File: src/rtl/muldiv_sched.sv
// Scheduler that shares one iterative 8x8 multiply / 16/8 divide unit between two requesters.
// It grants a job by round-robin, writes the operands, waits out the iterations and reads the result back.
package bus_pkg;
  typedef enum logic [3:0] {
    A_NONE, A_WRMPYA, A_WRMPYB, A_WRDIVL, A_WRDIVH, A_WRDIVB,
    A_RDMPYL, A_RDMPYH, A_RDDIVL, A_RDDIVH
  } a_op_type;
endpackage

module muldiv_sched #(
  parameter int MUL_CYC = 8,
  parameter int DIV_CYC = 16
) (
  input  logic              clk,
  input  logic              reset,
  input  logic              cpu_en,
  input  logic [1:0]        req,
  input  logic [1:0]        is_div,
  input  logic [15:0]       opa0,
  input  logic [15:0]       opa1,
  input  logic [7:0]        opb0,
  input  logic [7:0]        opb1,
  output logic [1:0]        ack,
  output logic [1:0]        done,
  output logic [15:0]       res_a,
  output logic [15:0]       res_b,
  output bus_pkg::a_op_type a_op,
  output logic [7:0]        wdata,
  input  logic [7:0]        rdata
);
  import bus_pkg::*;

  // state | meaning
  // IDLE  | waiting for a request; grants and latches operands
  // LDA/LDH/LDB | writing operand A (low/high) and operand B to the unit
  // WAIT  | unit iterating; counter runs down to 0
  // RD0-3 | reading result bytes; the last read publishes the result and pulses done
  typedef enum logic [3:0] {IDLE, LDA, LDH, LDB, WAIT, RD0, RD1, RD2, RD3} state_t;

  localparam int CMAX = (MUL_CYC > DIV_CYC) ? MUL_CYC : DIV_CYC;
  localparam int CW   = $clog2(CMAX) + 1;

  state_t        state;
  logic          last;
  logic          gnt;
  logic          pick;
  logic          op_div;
  logic [15:0]   op_a;
  logic [7:0]    op_b;
  logic [CW-1:0] cnt;
  logic [7:0]    cap0, cap1, cap2;

  always_comb begin
    pick = 1'b0;
    if (req == 2'b11) pick = ~last;
    else if (req[1])  pick = 1'b1;
  end

  always_comb begin
    a_op  = A_NONE;
    wdata = 8'h00;
    case (state)
      LDA: begin
        a_op  = op_div ? A_WRDIVL : A_WRMPYA;
        wdata = op_a[7:0];
      end
      LDH: begin
        a_op  = A_WRDIVH;
        wdata = op_a[15:8];
      end
      LDB: begin
        a_op  = op_div ? A_WRDIVB : A_WRMPYB;
        wdata = op_b;
      end
      RD0:     a_op = op_div ? A_RDDIVL : A_RDMPYL;
      RD1:     a_op = op_div ? A_RDDIVH : A_RDMPYH;
      RD2:     a_op = A_RDMPYL;
      RD3:     a_op = A_RDMPYH;
      default: a_op = A_NONE;
    endcase
  end

  always_ff @(posedge clk) begin
    if (reset) begin
      state  <= IDLE;
      last   <= 1'b1;
      gnt    <= 1'b0;
      op_div <= 1'b0;
      op_a   <= '0;
      op_b   <= '0;
      cnt    <= '0;
      cap0   <= '0;
      cap1   <= '0;
      cap2   <= '0;
      ack    <= '0;
      done   <= '0;
      res_a  <= '0;
      res_b  <= '0;
    end else begin
      ack  <= '0;
      done <= '0;
      if (cpu_en) begin
        case (state)
          IDLE: if (|req) begin
            gnt       <= pick;
            last      <= pick;
            op_div    <= pick ? is_div[1] : is_div[0];
            op_a      <= pick ? opa1 : opa0;
            op_b      <= pick ? opb1 : opb0;
            ack[pick] <= 1'b1;
            state     <= LDA;
          end
          LDA: state <= op_div ? LDH : LDB;
          LDH: state <= LDB;
          LDB: begin
            cnt   <= op_div ? CW'(DIV_CYC - 1) : CW'(MUL_CYC - 1);
            state <= WAIT;
          end
          WAIT: begin
            if (cnt == '0) state <= RD0;
            else           cnt   <= cnt - CW'(1);
          end
          RD0: begin
            cap0  <= rdata;
            state <= RD1;
          end
          RD1: begin
            if (op_div) begin
              cap1  <= rdata;
              state <= RD2;
            end else begin
              res_a     <= {rdata, cap0};
              res_b     <= '0;
              done[gnt] <= 1'b1;
              state     <= IDLE;
            end
          end
          RD2: begin
            cap2  <= rdata;
            state <= RD3;
          end
          RD3: begin
            res_a     <= {cap1, cap0};
            res_b     <= {rdata, cap2};
            done[gnt] <= 1'b1;
            state     <= IDLE;
          end
          default: state <= IDLE;
        endcase
      end
    end
  end
endmodule
File: config.mk
export PLATFORM = sky130hd
export DESIGN_NAME = muldiv_sched
export DESIGN_NICKNAME = d
export VERILOG_FILES = /design/src/rtl/muldiv_sched.sv
export SDC_FILE = /design/constraint.sdc
export NUM_CORES = 1
export LEC_CHECK = 0
export ABC_CLOCK_PERIOD_IN_PS = 1800
export CORE_MARGIN = 2
export CORE_UTILIZATION = 44
export CTS_CLUSTER_DIAMETER = 150
export DETAILED_ROUTE_END_ITERATION = 7
export HOLD_SLACK_MARGIN = 0.08
export PLACE_DENSITY_LB_ADDON = 0.1
export SYNTH_ARGS = -nofsm -noshare
export SYNTH_HDL_FRONTEND = slang
export SYNTH_SLANG_ARGS = --single-unit
File: constraint.sdc
create_clock -name clk -period 1.8 [get_ports clk]
set_input_delay 0.36 -clock clk [delete_from_list [all_inputs] [get_ports clk]]
set_output_delay 0.36 -clock clk [all_outputs]
set_load 0.005 [all_outputs]
# Yosys cells after proc, flatten, opt, wreduce, memory -nomap -nowiden
# Cells that the tools add are included.
# totals
reg_bits	96
out_inout_bits	48
word_cells	81
# op_classes
addsub	1
magnitude_cmp	4
eq_ne	13
mux	29
bitwise	4
reduce_logical	16
# ops
cell	count
case mux 16 bit (2 select lines)	2
2-to-1 mux 16 bit	3
case mux 4 bit (8 select lines)	1
case mux 4 bit (7 select lines)	1
case mux 8 bit (3 select lines)	1
2-to-1 mux 4 bit	5
equality test 4 x 3 -> 1 bit, second input constant	4
AND reduction 3 bit	5
case mux 5 bit (2 select lines)	1
equality test 4 x 2 -> 1 bit, second input constant	2
2-to-1 mux 8 bit	1
inequality test 2 bit, second input constant	4
2-to-1 mux 1 bit	6
2-to-1 mux 3 bit	2
logical NOT 5 bit	1
2-to-1 mux 5 bit	1
subtractor 5 x 1 -> 5 bit, second input constant	1
equality test 4 x 1 -> 1 bit, second input constant	1
equality test 4 bit, second input constant	1
logical NOT 4 bit	1
less-than comparator 1 x 2 -> 1 bit, second input constant	2
2-to-1 mux 2 bit	2
inverter 1 bit	4
case mux 2 bit (2 select lines)	1
8 further kinds	14

# Depth between registers and ports, before layout
# logic_depth
word_depth	6
depth_mapped	8
ltp_nobuf	6

# Worst setup path after synthesis
# OpenSTA, ideal clock, no wires.
# synth_timing
path_kind	flip-flop to output port
start	reg state[1]
end	out wdata[2]
t_arrival_ps	1614
setup_slack_ps	-174
stages_incl_launch_ff	7
path_buffers	3
path_cell_list	dfxtp_1 > buf_2 > buf_1 > clkbuf_1 > mux2_2 > a22oi_1 > nor2_1
# synth_via
elab_chain_cells	2
elab_cells_between_ends	4
# synth_lines
item	line	text
from (decl)	43	state_t state;
from (signal assigned)	113	LDA: state <= op_div ? LDH : LDB;
equality test 4 x 2 -> 1 bit / equality test 4 x 1 -> 1 bit (equally long branches)	62	case (state)
case mux 8 bit (3 select lines) *	62	
to (decl)	28	output logic [7:0] wdata,
# Mark *: on every way between the ends. The rest lies on a longest branch, timed or not.

# Worst setup path in the final report
# layout_timing
start	reg state[1]
end	reg op_a[6]
# layout_via
elab_chain_cells	2
# layout_lines
item	line	text
logical NOT 4 bit	103	case (state)
AND reduction 3 bit (no line)	--	
to (signal assigned)	108	op_a <= pick ? opa1 : opa0;
to (decl)	48	logic [15:0] op_a;
# Every way passes these cells.
# A chain may end at the register's enable or synchronous reset.

==> results.md <==
Setup path:
- The number of cells on the worst reg-to-reg path is 7.
- The worst setup path category is flip-flop to flip-flop.
- The startpoint identified for the worst register-to-register timing path is state[1]$_SDFFE_PP0P_.
- Along the worst path, the maximum fanout reaches 6.
- The endpoint identified for the worst register-to-register timing path is op_a[6]$_SDFFE_PP0P_.
- Following the worst setup path forward leads to its endpoint at op_a[6]$_SDFFE_PP0P_.
- In this run the worst setup path begins at state[1]$_SDFFE_PP0P_.
- The nature of the critical path startpoint is a flip-flop.
- The arrival time at the worst endpoint is 2280 ps.
- STA puts the critical path data required time at 2080 ps.
- The endpoint class of the critical path is a flip-flop.
- For flop-to-flop paths, the worst setup slack is -200 ps.

STA:
- The worst clock skew is 9.58 ps.
- For this run, the top clock speed supported by timing is 501 MHz.
- The setup total negative slack is -5790 ps.
- After layout, the worst setup slack is -197 ps.
- For the pin with the worst max-slew slack, the measured transition is 430 ps.
- The total of endpoints with negative setup slack in the final report is 47.
- The max-slew violation count is 0.
- The number of hold violations in the final report was 0.
- The post-route clock period utilization is 1.11.
- The relative slew slack is 0.713.
- Setup repair after global routing could not meet its margin everywhere.
- The worst-case hold slack is 415 ps.
- After layout, the minimum clock period comes to 2000 ps.

Clock tree:
- CTS saw 96 sinks.
- The clock tree from TritonCTS is built.
- After clock tree synthesis, the flow added hold-fix buffers numbering 0.
- The latest clock arrival within the worst-skew pair is 370 ps.
- Counting along the longest clock path gives a buffer depth of 2.
- After clock tree synthesis, the clock-pin slew on the worst setup and hold paths is 100 ps.
- The number of H-tree branching levels is 3.
- The buffer cell driving the clock tree root is sky130_fd_sc_hd__clkbuf_8.
- The number of clock buffers added by TritonCTS is 9.

Die:
- The area of the core is 0.00968 mm2.
- The overall die height is 103 um.
- Measured along the x axis, the die boundary spans 103 um.
- For this configuration, the core starts out at a cell density of 0.449.
- The die area is 0.0107 mm2.
- For this design the top-level I/O count stands at 111.
- The number of standard-cell rows in the floorplan is 36.

Detailed routing:
- The initial detailed-routing violation count is 116.
- After detailed routing, the number of vias per cell comes to 5.35.
- The routed length per instance is 17.6 um.
- The number of routed nets with antenna violations is 0.
- The vias after detailed routing is 4085.
- After detailed routing, the total wire length is 13400 um.
- The detailed-route DRC error count is 0.
- Before antenna repair, the detailed router went through 5 iterations.

Yosys:
- During synthesis, Yosys emitted a total of 0 warnings.
- The average cell area after synthesis is 9.50 um2.
- The total nets after synthesis is 522.
- The dominant register cell in the synthesized netlist is sky130_fd_sc_hd__dfxtp_1.
- In the post-synthesis netlist, the biggest area contributors are sky130_fd_sc_hd__dfxtp_1, sky130_fd_sc_hd__mux2i_1, sky130_fd_sc_hd__nor2_1.
- The number of unique standard cell types used by synthesis is 49.
- In this run, synthesis produced a sequential element count of 96.
- Yosys mapped a number of flops with a built-in enable equal to 0.
- The commonest cells after synthesis are sky130_fd_sc_hd__dfxtp_1, sky130_fd_sc_hd__nor2_1, sky130_fd_sc_hd__mux2i_1.
- For this run, the register share of the synthesized area comes to 0.442.
- The fraction of synthesized cell area taken by the top area cell type is 0.442.
- sky130_fd_sc_hd__dfxtp_1 is the most common cell in the netlist.
- The largest total area in the synthesized netlist belongs to sky130_fd_sc_hd__dfxtp_1.
- The number of cells produced by synthesis is 458.
- The mapped cell area is 0.00435 mm2.
- For this run, asynchronously set or reset flops after synthesis account for 0.

Final layout:
- From synthesis to final layout, the design area changed by 61.2%.
- The finished cells cover 0.00702 mm2.
- Summing all multi-input logic gate instances after layout gives 0.00259 mm2.
- At the end of the flow the core is filled with cells to 0.725.
- The net count of the finished layout is 690.
- Leaving out filler cells and counting taps, the final layout contains 764.
- The area occupied by registers is 0.00193 mm2.
- 0 antenna diodes ended up in the layout.
- The share of layout cells above drive strength 1 is 0.345.
- After filler insertion, the fill cell instance count of the layout stands at 751.

Hold path:
- The class of the worst hold path is input pin to flip-flop.

GRT:
- The initial antenna violation count is 0.
- The global-route usage over all layers is 0.243.
- For this run the aggregate overflow at the end of global routing stands at 0.
- Entering global routing, the biggest net connects 48 pins.
- The via count of the first global-routing pass is 4050.
- The global-route wire length before repair is 20100 um.

Power and ir drop:
- VDD sags by at most 0.000433 V.
- Summed over all cells, the static leakage comes to 2.56 nW.
- Power spread over the standard cell area amounts to 666 mW/mm2.
- The post-route total power is 4.67 mW.

Placed design:
- Routability-driven placement finished with a final weighted congestion of 0.855.
- The placement-stage worst setup slack is -214 ps.
- Input and output buffers added on the ports amount to 110.
- The detailed-placement wirelength estimate is 7780 um.
- The placed instance count is 721.
- In this run the cell area measured after placement is 0.00602 mm2.

Outcome:
- The run finished, with violations left.
- The final reports fail on negative setup slack.

Run:
- Across the run, the number of max-cap violations was 0.
[where the power goes]
group,internal (mW),switching (mW)
Sequential,2.19,0.0604
Clock,0.572,0.850
Combinational,0.564,0.440
[area by class of cell]
cell class | count | area share
sequential | 96 | 0.276
clock inverter | 6 | 0.00874
tap | 133 | 0.0237
inverter | 7 | 0.00374
clock buffer | 10 | 0.0196
multi-input combinational | 315 | 0.369
timing repair buffer | 197 | 0.299
[cell usage in the layout, fill, tap and decap left out, types with 3 or more instances in the layout]
| cell | netlist | layout |
|---|---|---|
| sky130_fd_sc_hd__mux2i_1 | 58 | 58 |
| sky130_fd_sc_hd__nor2_2 | 2 | 9 |
| sky130_fd_sc_hd__nor2_1 | 88 | 73 |
| sky130_fd_sc_hd__mux2_4 | 0 | 8 |
| sky130_fd_sc_hd__clkbuf_8 | 0 | 10 |
| sky130_fd_sc_hd__a211oi_2 | 23 | 31 |
| sky130_fd_sc_hd__nor2_4 | 0 | 8 |
| sky130_fd_sc_hd__a21oi_1 | 19 | 16 |
| sky130_fd_sc_hd__a311oi_1 | 3 | 3 |
| sky130_fd_sc_hd__clkdlybuf4s50_1 | 0 | 97 |
| sky130_fd_sc_hd__nand2_1 | 24 | 23 |
| sky130_fd_sc_hd__buf_6 | 4 | 25 |
| sky130_fd_sc_hd__buf_2 | 7 | 12 |
| sky130_fd_sc_hd__buf_4 | 2 | 41 |
| sky130_fd_sc_hd__inv_1 | 7 | 7 |
| sky130_fd_sc_hd__dfxtp_1 | 96 | 92 |
| sky130_fd_sc_hd__a22oi_1 | 27 | 16 |
| sky130_fd_sc_hd__buf_16 | 0 | 5 |
| sky130_fd_sc_hd__dfxtp_4 | 0 | 3 |
| sky130_fd_sc_hd__nand2b_4 | 0 | 3 |
| sky130_fd_sc_hd__a211oi_1 | 11 | 3 |
| sky130_fd_sc_hd__a22oi_2 | 0 | 11 |
| sky130_fd_sc_hd__buf_12 | 0 | 13 |
[routing by layer]
| layer | global-route usage | wire length, um | up-vias |
|---|---|---|---|
| li1 | - | - | 1966 |
| met4 | 0.0729 | 199 | 0 |
| met3 | 0.0457 | 626 | 14 |
| met1 | 0.313 | 5920 | 1990 |
| met5 | 0 | 0 | - |
| met2 | 0.416 | 6670 | 115 |
[worst max-delay path, stage by stage, from the launching register on]
cell and delay [ps]:
sky130_fd_sc_hd__dfxtp_4 380, sky130_fd_sc_hd__buf_12 140, sky130_fd_sc_hd__or4_4 540, sky130_fd_sc_hd__nor3b_4 250, sky130_fd_sc_hd__buf_6 210, sky130_fd_sc_hd__buf_16 160, sky130_fd_sc_hd__nor2_2 50, sky130_fd_sc_hd__a211oi_2 200
[logic make-up (layout without fill, tap and decap cells)]
group,Yosys count,in the layout,share of synthesized area
buffers and inverters,47,220,0.0512
DFF,96,96,0.442
adders and majority gates,2,2,0.00517
AOI/OAI and AO/OA,100,100,0.189
muxes,67,67,0.157
and+or+nand+nor,146,146,0.156
[how the worst min path moves through the flow]
stage,start,endpoint,slack [ps],cells past startpoint
4_1_cts,reset,cap0[4]$_SDFFE_PP0P_,390,2
6_report,reset,state[2]$_SDFFE_PP0P_,420,2
2_1_floorplan,cnt[4]$_SDFFE_PP0P_,cnt[4]$_SDFFE_PP0P_,410,2
5_1_grt,reset,state[2]$_SDFFE_PP0P_,420,2
3_5_place_dp,gnt$_SDFFE_PP0P_,done[0]$_SDFF_PP0_,450,1
3_3_place_gp,cnt[4]$_SDFFE_PP0P_,cnt[4]$_SDFFE_PP0P_,420,2
[what timing repair did]
item / 4_1_cts / 5_1_grt
setup buffers: 16 / 4
cloned: 6 / 2
resized for setup: 139 / 34
endpoints found under the hold margin: 0 / 0
pin swaps: 33 / 27
setup endpoints to repair: 50 / 55
[sequential cells by signal, summed over array words and instances, names as in the netlist]
signal,flops
op_b,8
cap0,8
cnt,5
gnt,1
done,2
op_a,16
res_a,16
cap2,8
op_div,1
last,1
ack,2
res_b,16
state,4
cap1,8
No activity file was read; power rests on OpenSTA's default activity.
